`src/rtl/alu_mul_sequencer_if.sv`:
```
// Signal bundle between the execute stage, the shared ALU and the multiply sequencer.
// The master side is the pipeline/ALU. The slave side is the sequencer that borrows the ALU.
interface alu_mul_sequencer_if;
    logic        start;
    logic [31:0] op_a;
    logic [31:0] op_b;
    logic        ex_req;
    logic [31:0] ex_a;
    logic [31:0] ex_b;
    logic [2:0]  ex_f;
    logic [31:0] alu_a;
    logic [31:0] alu_b;
    logic [2:0]  alu_f;
    logic [31:0] alu_y;
    logic        busy;
    logic        done;
    logic [31:0] product;

    modport master (
        output start, op_a, op_b, ex_req, ex_a, ex_b, ex_f, alu_y,
        input  alu_a, alu_b, alu_f, busy, done, product
    );

    modport slave (
        input  start, op_a, op_b, ex_req, ex_a, ex_b, ex_f, alu_y,
        output alu_a, alu_b, alu_f, busy, done, product
    );
endinterface

```
`src/rtl/alu_mul_sequencer.sv`:
```
// Shift-and-add multiplier (low 32 bits) that borrows the execute ALU for its add steps.
// One step per cycle up to the top set bit of op_b. Add steps stall while the pipeline holds the ALU.
module alu_mul_sequencer (
    input  logic                 clk,
    input  logic                 rst_n,
    alu_mul_sequencer_if.slave   bus_if
);
    typedef enum logic [1:0] {IDLE, RUN, DONE} state_t;

    localparam logic [2:0] ALU_ADD = 3'd2;

    state_t      state_q, state_d;
    logic [31:0] mcand_q, mcand_d;
    logic [31:0] mplier_q, mplier_d;
    logic [31:0] acc_q, acc_d;
    logic        seq_use;
    logic        step_adv;

    // The pipeline always wins the ALU; only ALU-needing steps can lose it.
    assign seq_use  = (state_q == RUN) && mplier_q[0] && !bus_if.ex_req;
    assign step_adv = (state_q == RUN) && (!mplier_q[0] || seq_use);

    always_ff @(posedge clk or negedge rst_n) begin
        if (!rst_n) begin
            state_q  <= IDLE;
            mcand_q  <= '0;
            mplier_q <= '0;
            acc_q    <= '0;
        end else begin
            state_q  <= state_d;
            mcand_q  <= mcand_d;
            mplier_q <= mplier_d;
            acc_q    <= acc_d;
        end
    end

    always_comb begin
        state_d  = state_q;
        mcand_d  = mcand_q;
        mplier_d = mplier_q;
        acc_d    = acc_q;
        case (state_q)
            IDLE, DONE: begin
                if (bus_if.start) begin
                    mcand_d  = bus_if.op_a;
                    mplier_d = bus_if.op_b;
                    acc_d    = '0;
                    state_d  = (bus_if.op_b == 32'd0) ? DONE : RUN;
                end
            end
            RUN: begin
                if (step_adv) begin
                    if (mplier_q[0]) begin
                        acc_d = bus_if.alu_y;
                    end
                    mcand_d  = mcand_q << 1;
                    mplier_d = mplier_q >> 1;
                    if ((mplier_q >> 1) == 32'd0) begin
                        state_d = DONE;
                    end
                end
            end
            default: state_d = IDLE;
        endcase
    end

    always_comb begin
        bus_if.alu_a = bus_if.ex_a;
        bus_if.alu_b = bus_if.ex_b;
        bus_if.alu_f = bus_if.ex_f;
        if (seq_use) begin
            bus_if.alu_a = acc_q;
            bus_if.alu_b = mcand_q;
            bus_if.alu_f = ALU_ADD;
        end
    end

    assign bus_if.product = acc_q;
    assign bus_if.busy    = (state_q == RUN);
    assign bus_if.done    = (state_q == DONE);
endmodule

```
`src/flat_wrapper.sv`:
```
// flat-port wrapper written by rule: the top's interface ports become plain ports
module alu_mul_sequencer_flat 
  (clk, rst_n, bus_if_start, bus_if_op_a, bus_if_op_b, bus_if_ex_req, bus_if_ex_a, bus_if_ex_b, bus_if_ex_f, bus_if_alu_y, bus_if_alu_a, bus_if_alu_b, bus_if_alu_f, bus_if_busy, bus_if_done, bus_if_product);
  alu_mul_sequencer_if bus_if_i ();
  input  logic clk;
  input  logic rst_n;
  input wire logic [$bits(bus_if_i.start)-1:0] bus_if_start;
  input wire logic [$bits(bus_if_i.op_a)-1:0] bus_if_op_a;
  input wire logic [$bits(bus_if_i.op_b)-1:0] bus_if_op_b;
  input wire logic [$bits(bus_if_i.ex_req)-1:0] bus_if_ex_req;
  input wire logic [$bits(bus_if_i.ex_a)-1:0] bus_if_ex_a;
  input wire logic [$bits(bus_if_i.ex_b)-1:0] bus_if_ex_b;
  input wire logic [$bits(bus_if_i.ex_f)-1:0] bus_if_ex_f;
  input wire logic [$bits(bus_if_i.alu_y)-1:0] bus_if_alu_y;
  output wire logic [$bits(bus_if_i.alu_a)-1:0] bus_if_alu_a;
  output wire logic [$bits(bus_if_i.alu_b)-1:0] bus_if_alu_b;
  output wire logic [$bits(bus_if_i.alu_f)-1:0] bus_if_alu_f;
  output wire logic [$bits(bus_if_i.busy)-1:0] bus_if_busy;
  output wire logic [$bits(bus_if_i.done)-1:0] bus_if_done;
  output wire logic [$bits(bus_if_i.product)-1:0] bus_if_product;
  assign bus_if_i.start = bus_if_start;
  assign bus_if_i.op_a = bus_if_op_a;
  assign bus_if_i.op_b = bus_if_op_b;
  assign bus_if_i.ex_req = bus_if_ex_req;
  assign bus_if_i.ex_a = bus_if_ex_a;
  assign bus_if_i.ex_b = bus_if_ex_b;
  assign bus_if_i.ex_f = bus_if_ex_f;
  assign bus_if_i.alu_y = bus_if_alu_y;
  assign bus_if_alu_a = bus_if_i.alu_a;
  assign bus_if_alu_b = bus_if_i.alu_b;
  assign bus_if_alu_f = bus_if_i.alu_f;
  assign bus_if_busy = bus_if_i.busy;
  assign bus_if_done = bus_if_i.done;
  assign bus_if_product = bus_if_i.product;
  alu_mul_sequencer u_core (.clk(clk), .rst_n(rst_n), .bus_if(bus_if_i));
endmodule
```
`config.mk`:
```
export PLATFORM = sky130hd
export DESIGN_NAME = alu_mul_sequencer_flat
export DESIGN_NICKNAME = d
export VERILOG_FILES = /design/src/rtl/alu_mul_sequencer_if.sv /design/src/rtl/alu_mul_sequencer.sv /design/src/flat_wrapper.sv
export SDC_FILE = /design/constraint.sdc
export NUM_CORES = 1
export LEC_CHECK = 0
export BUFFER_PORTS_ARGS = -buffer_cell sky130_fd_sc_hd__buf_2
export CORE_AREA = 2 2 106 108
export CTS_CLUSTER_SIZE = 14
export DETAILED_ROUTE_END_ITERATION = 10
export DIE_AREA = 0 0 108 110
export GPL_ROUTABILITY_DRIVEN = 0
export HOLD_SLACK_MARGIN = 0.02
export PLACE_DENSITY = 0.85
export SETUP_SLACK_MARGIN = 0.4
export SYNTH_ARGS = -nofsm -noshare
export SYNTH_HDL_FRONTEND = slang
export SYNTH_SLANG_ARGS = --single-unit
```
`constraint.sdc`:
```
create_clock -name clk -period 2.7 [get_ports clk]
set_input_delay 0 -clock clk [delete_from_list [all_inputs] [get_ports clk]]
set_output_delay 0 -clock clk [all_outputs]
set_load 0.01 [all_outputs]
```
### Word-level counts from Yosys, hierarchy flattened

Cells that the tools add are included.

| storage, ports and cells | value |
|---|---|
| flip-flop bits (word level) | 98 |
| logic and storage cells | 42 |

| operators by class | value |
|---|---|
| eq/ne operators | 6 |
| muxes and demuxes | 18 |
| reduce and logical (&&, ||, !) cells | 14 |

Operator list:

| operator | number |
|---|---|
| $mux W32 | 9 |
| $pmux W32 S2 | 3 |
| $logic_not A32 Y1 | 2 |
| $mux W2 | 4 |
| $ne A2 B1 Y1 const B | 3 |
| $reduce_and A3 Y1 | 2 |
| $pmux W2 S2 | 1 |
| $reduce_and A4 Y1 | 1 |
| $logic_and A1 B1 Y1 | 3 |
| $mux W3 | 1 |
| $eq A2 B1 Y1 const B | 1 |
| $eq A2 B2 Y1 const B | 1 |
| $logic_not A1 Y1 | 2 |
| $logic_not A2 Y1 | 1 |
| $ne A2 B2 Y1 const B | 1 |
| $reduce_bool A2 Y1 | 1 |
| $reduce_or A2 Y1 | 1 |
| $logic_or A1 B1 Y1 | 1 |

### Longest topological paths before layout

| logic depth | value |
|---|---|
| depth after elaboration | 7 |
| mapped depth | 8 |

### Worst setup path after synthesis

No wires, ideal clock.

| timing path | value |
|---|---|
| path kind | register to output |
| start point | reg u_core.state_q[1] |
| end point | out bus_if_alu_a[22] |
| data arrival time | 1.582 ns |
| slack | 1.118 ns |
| stages on the path, launching flop included | 7 |
| path through | dfrtp_1 > nand2b_1 > buf_2 > nor3b_4 > buf_4 > buf_4 > mux2_1 |

| between the ends | value |
|---|---|
| longest elaborated chain between the ends | 4 |

Ends and longest elaborated chain:

| item | RTL line | text |
|---|---|---|
| start, declared | alu_mul_sequencer.sv:12 | `state_t state_q, state_d;` |
| start signal, assigned | alu_mul_sequencer.sv:30 | `state_q <= state_d;` |
| $eq A2 B1 Y1 | alu_mul_sequencer.sv:20 | `assign seq_use = (state_q == RUN) && mplier_q[0] && !bus_if.ex_req;` |
| $logic_and A1 B1 Y1 (2 in series) | alu_mul_sequencer.sv:20 |  |
| $mux W32 | alu_mul_sequencer.sv:71 | `if (seq_use) begin` |
| end, declared | flat_wrapper.sv:15 | `output wire logic [$bits(bus_if_i.alu_a)-1:0] bus_if_alu_a;` |

Every way passes these cells.

### Worst setup path in the final report

| timing path | value |
|---|---|
| start point | reg u_core.state_q[1] |
| end point | out bus_if_alu_a[5] |

The elaborated chain is that of the path after synthesis.

==> impl_results.md <==
* Layout Skew at 19.0 ps
* Setup TNS at 0 ps
* Core footprint at between 0.01 and 0.015 mm²
* CTS Sinks at 98
* Fin nets at approximately 1000
* Initial Util at 0.487
* Number of placed instances, taps included at 901
* Worst-Skew Late Latency at 370 ps
* Post-synth EDFFs at 0
* Post-Syn Area per Cell at 9.97 µm²
* Share of layout cells above drive strength 1 at 0.369
* Drt drc at 0
* RSZ-0062 raised after global routing: no
* Number of global-route vias before repair at 5408
* Drt total wl at 18.6 mm
* Final Slew Violations at 0
* Die area at 0.0119 mm²
* Crit path depth at 6
* Clock power share at 0.145
* Layout Cells excl Fill at between 1000 and 1500
* Cell Chain, Critical Path: nand2b_4 > nor3b_4 > buf_4 > buf_16 > mux2_1 > buf_2
* TritonCTS clock tree: built
* Critical Path RT at 2700 ps
* GRT overflow at 0
* Sw power at approximately 2.6 mW
* Worst Hold Class: primary input to asynchronous set/reset pin
* Seq pwr share at 0.422
* Peak VDD IR at about 400 µV
* Flops & latches, synth at 98
* Tcrit/Tclk final at 0.792
* Power per cell area at slightly below 800 mW/mm²
* Area after DPL at 0.00662 mm²
* CP max FO at 24
* Post-layout util at 0.737
* Syn Nets at a little under 700
* Post-DP HPWL at 11.0 mm
* DP Worst Slack at 637 ps
* Sequential area share after synthesis at 0.471
* 1st-iter DRT viols at 538
* Via count at 5483
* MaxCap Viol Count at 0
* Unique cell type count in the Yosys netlist at 22
* Asr flop ratio synth at 1.00
* Post-route setup slack at 563 ps
* Slew Limit Headroom at 0.521
* R2R depth at 5
* H-tree levels at 3
* Internal cell power at around 3.7 mW
* Finished layout cell area at 0.00788 mm²
* Cell family with most CP delay: buffers and inverters
* WL met2 at 9.53 mm
* CTS Buffer Depth at 2
* Crit end category: output port
* Detailed Routing Iterations Pass 1 at 5
* Initial antenna violation count at 1
* Drt wl/cell at 18.2 µm
* FF-to-FF setup slack at 820 ps
* Cells after Synth at 522
* Critical Path Start: u_core.state_q[1]
* Gate power share at 0.433
* # setup viols final at 0
* CP max stage cell: dfrtp_1
* Lkg Pwr at 3.90 nW
* Ys flop type: dfrtp_1
* Die Wd at 108 µm
* Setup crit end: bus_if_alu_a[5]
* Critical path buffer and inverter count at 3
* Largest net degree at the start of global routing at slightly below 100
* DR WL met3 at 1.28 mm
* Ports at 268
* Worst r2r src: u_core.state_q[0]
* Vias per cell at 5.36
* Capturing point of the worst reg2reg path: u_core.mplier_q[15]
* Wl on met1 at 7.09 mm
* Kind of critical path: flip-flop to output port
* Final Hold Fails at 0
* Final ANT Viol Nets at 0
* Post-Synthesis Cell Area at 0.00520 mm²
* Uppermost routed layer: met4
* PortBufs at 267
* # rows at 38
* Final min period at 2140 ps
* Global-route wire length before repair at 27.2 mm
* GRT Overall Usage at 0.298
* Switching share of power at 0.413
* Area Growth Syn to Fin at 51.4%
* Clk slew on worst S/H paths at 110 ps
* Status: finished clean
* Max Clk Rate at approximately 470 MHz
* Tightest Pin Transition at about 720 ps
* Clock root buffer master: clkbuf_8
* Worst setup SP type: flip-flop
* CTS Buf Count at 9
* CP arrival at between 2000 and 2500 ps
* Ys Warns at 0
* Die height at 110 µm
* CP peak stage delay at 380 ps
## power by group through the flow
| stage | combinational [mW] | clock (mW) | sequential (mW) |
|---|---|---|---|
| floorplan | 1.48 | 0 | 2.59 |
| global placement | 2.36 | 0 | 2.61 |
| finish | 2.71 | 0.905 | 2.64 |
| global route | 2.98 | 1.00 | 2.71 |
| detailed placement | 2.45 | 0 | 2.62 |
| CTS | 2.61 | 0.940 | 2.60 |
## registers in the layout, indices dropped and copies added, names as in the netlist
signal / cells
u_core.bus_if.product: 32
u_core.mcand_q: 32
u_core.mplier_q: 32
u_core.state_q: 2
## tightest hold or removal path: stages
cell and delay [ps]:
dlygate4sd3_1 520, buf_4 110, buf_12 380
## metrics by stage
stage / total power, mW / hold WS, ps
finish: 6.25 / 190
global route: 6.69 / 246
CTS: 6.15 / 222
detailed placement: 5.08 / 95.2
global placement: 4.97 / 99.9
floorplan: 4.07 / -296
## cells in the mapped netlist (2+ instances only)
| cell | number | area share |
|---|---|---|
| a22o_1 | 2 | 0.0034 |
| buf_2 | 18 | 0.017 |
| buf_4 | 2 | 0.0029 |
| buf_6 | 4 | 0.0087 |
| clkbuf_1 | 14 | 0.010 |
| dfrtp_1 | 98 | 0.47 |
| mux2_1 | 43 | 0.093 |
| mux2_2 | 21 | 0.045 |
| mux2i_1 | 62 | 0.12 |
| nand2_1 | 128 | 0.092 |
| nand2b_1 | 2 | 0.0024 |
| nand4_1 | 3 | 0.0036 |
| nor2b_1 | 5 | 0.0060 |
| nor3_1 | 3 | 0.0029 |
| nor4_1 | 15 | 0.018 |
| o21ai_0 | 96 | 0.092 |
## layout by cell type (no fill, tap or decap), drive strengths merged, types with 3 or more instances in the layout
cell type    count
buf            281
nand2          128
dlygate4sd3     98
dfrtp           98
o21ai           96
mux2            64
mux2i           62
nor4            15
clkbuf          10
nor2b            5
inv              4
diode            3
nand4            3
nor3             3
clkinv           3
## final cells by class
cell class	count	area [µm²]
flip-flops and latches	98	2450
repair buffers	380	2500
fillers	758	2820
inverters	1	3.75
multi-input cells	385	2550
well taps	140	175
diodes	3	7.51
clock buffers	9	124
clock inverters	7	61.3
## kinds of logic after synthesis
family	after synthesis	synth area share
AND/OR/NAND/NOR	159	0.131
multiplexers	126	0.258
AO/OA/AOI/OAI	100	0.100
flip-flops	98	0.471
buffers and inverters	39	0.0397
## layer usage
| metal | GRT usage | vias to the layer above |
|---|---|---|
| li1 | - | 2538 |
| met1 | 0.344 | 2591 |
| met2 | 0.532 | 298 |
| met3 | 0.0617 | 56 |
| met4 | 0.137 | 0 |
| met5 | 0 | - |
## worst min path at each step
| stage | end | slack [ps] | depth (start not counted) |
|---|---|---|---|
| after floorplan | u_core.bus_if.product[0] | -300 | 0 |
| after global placement | u_core.mplier_q[21] | 100 | 2 |
| after detailed placement | u_core.mplier_q[21] | 100 | 2 |
| after CTS | u_core.state_q[0] | 220 | 5 |
| after global routing | u_core.mplier_q[21] | 250 | 3 |
| final | u_core.mplier_q[21] | 190 | 3 |
## repair_timing
action	4_1_cts	5_1_grt
endpoints found under the hold margin	195	0
pin swaps	1	0
buffers inserted	3	0
cloned	1	1
endpoints found under the setup margin	51	33
resized for setup	1	3
hold buffers	98	0
(Power assumes the default switching activity.)
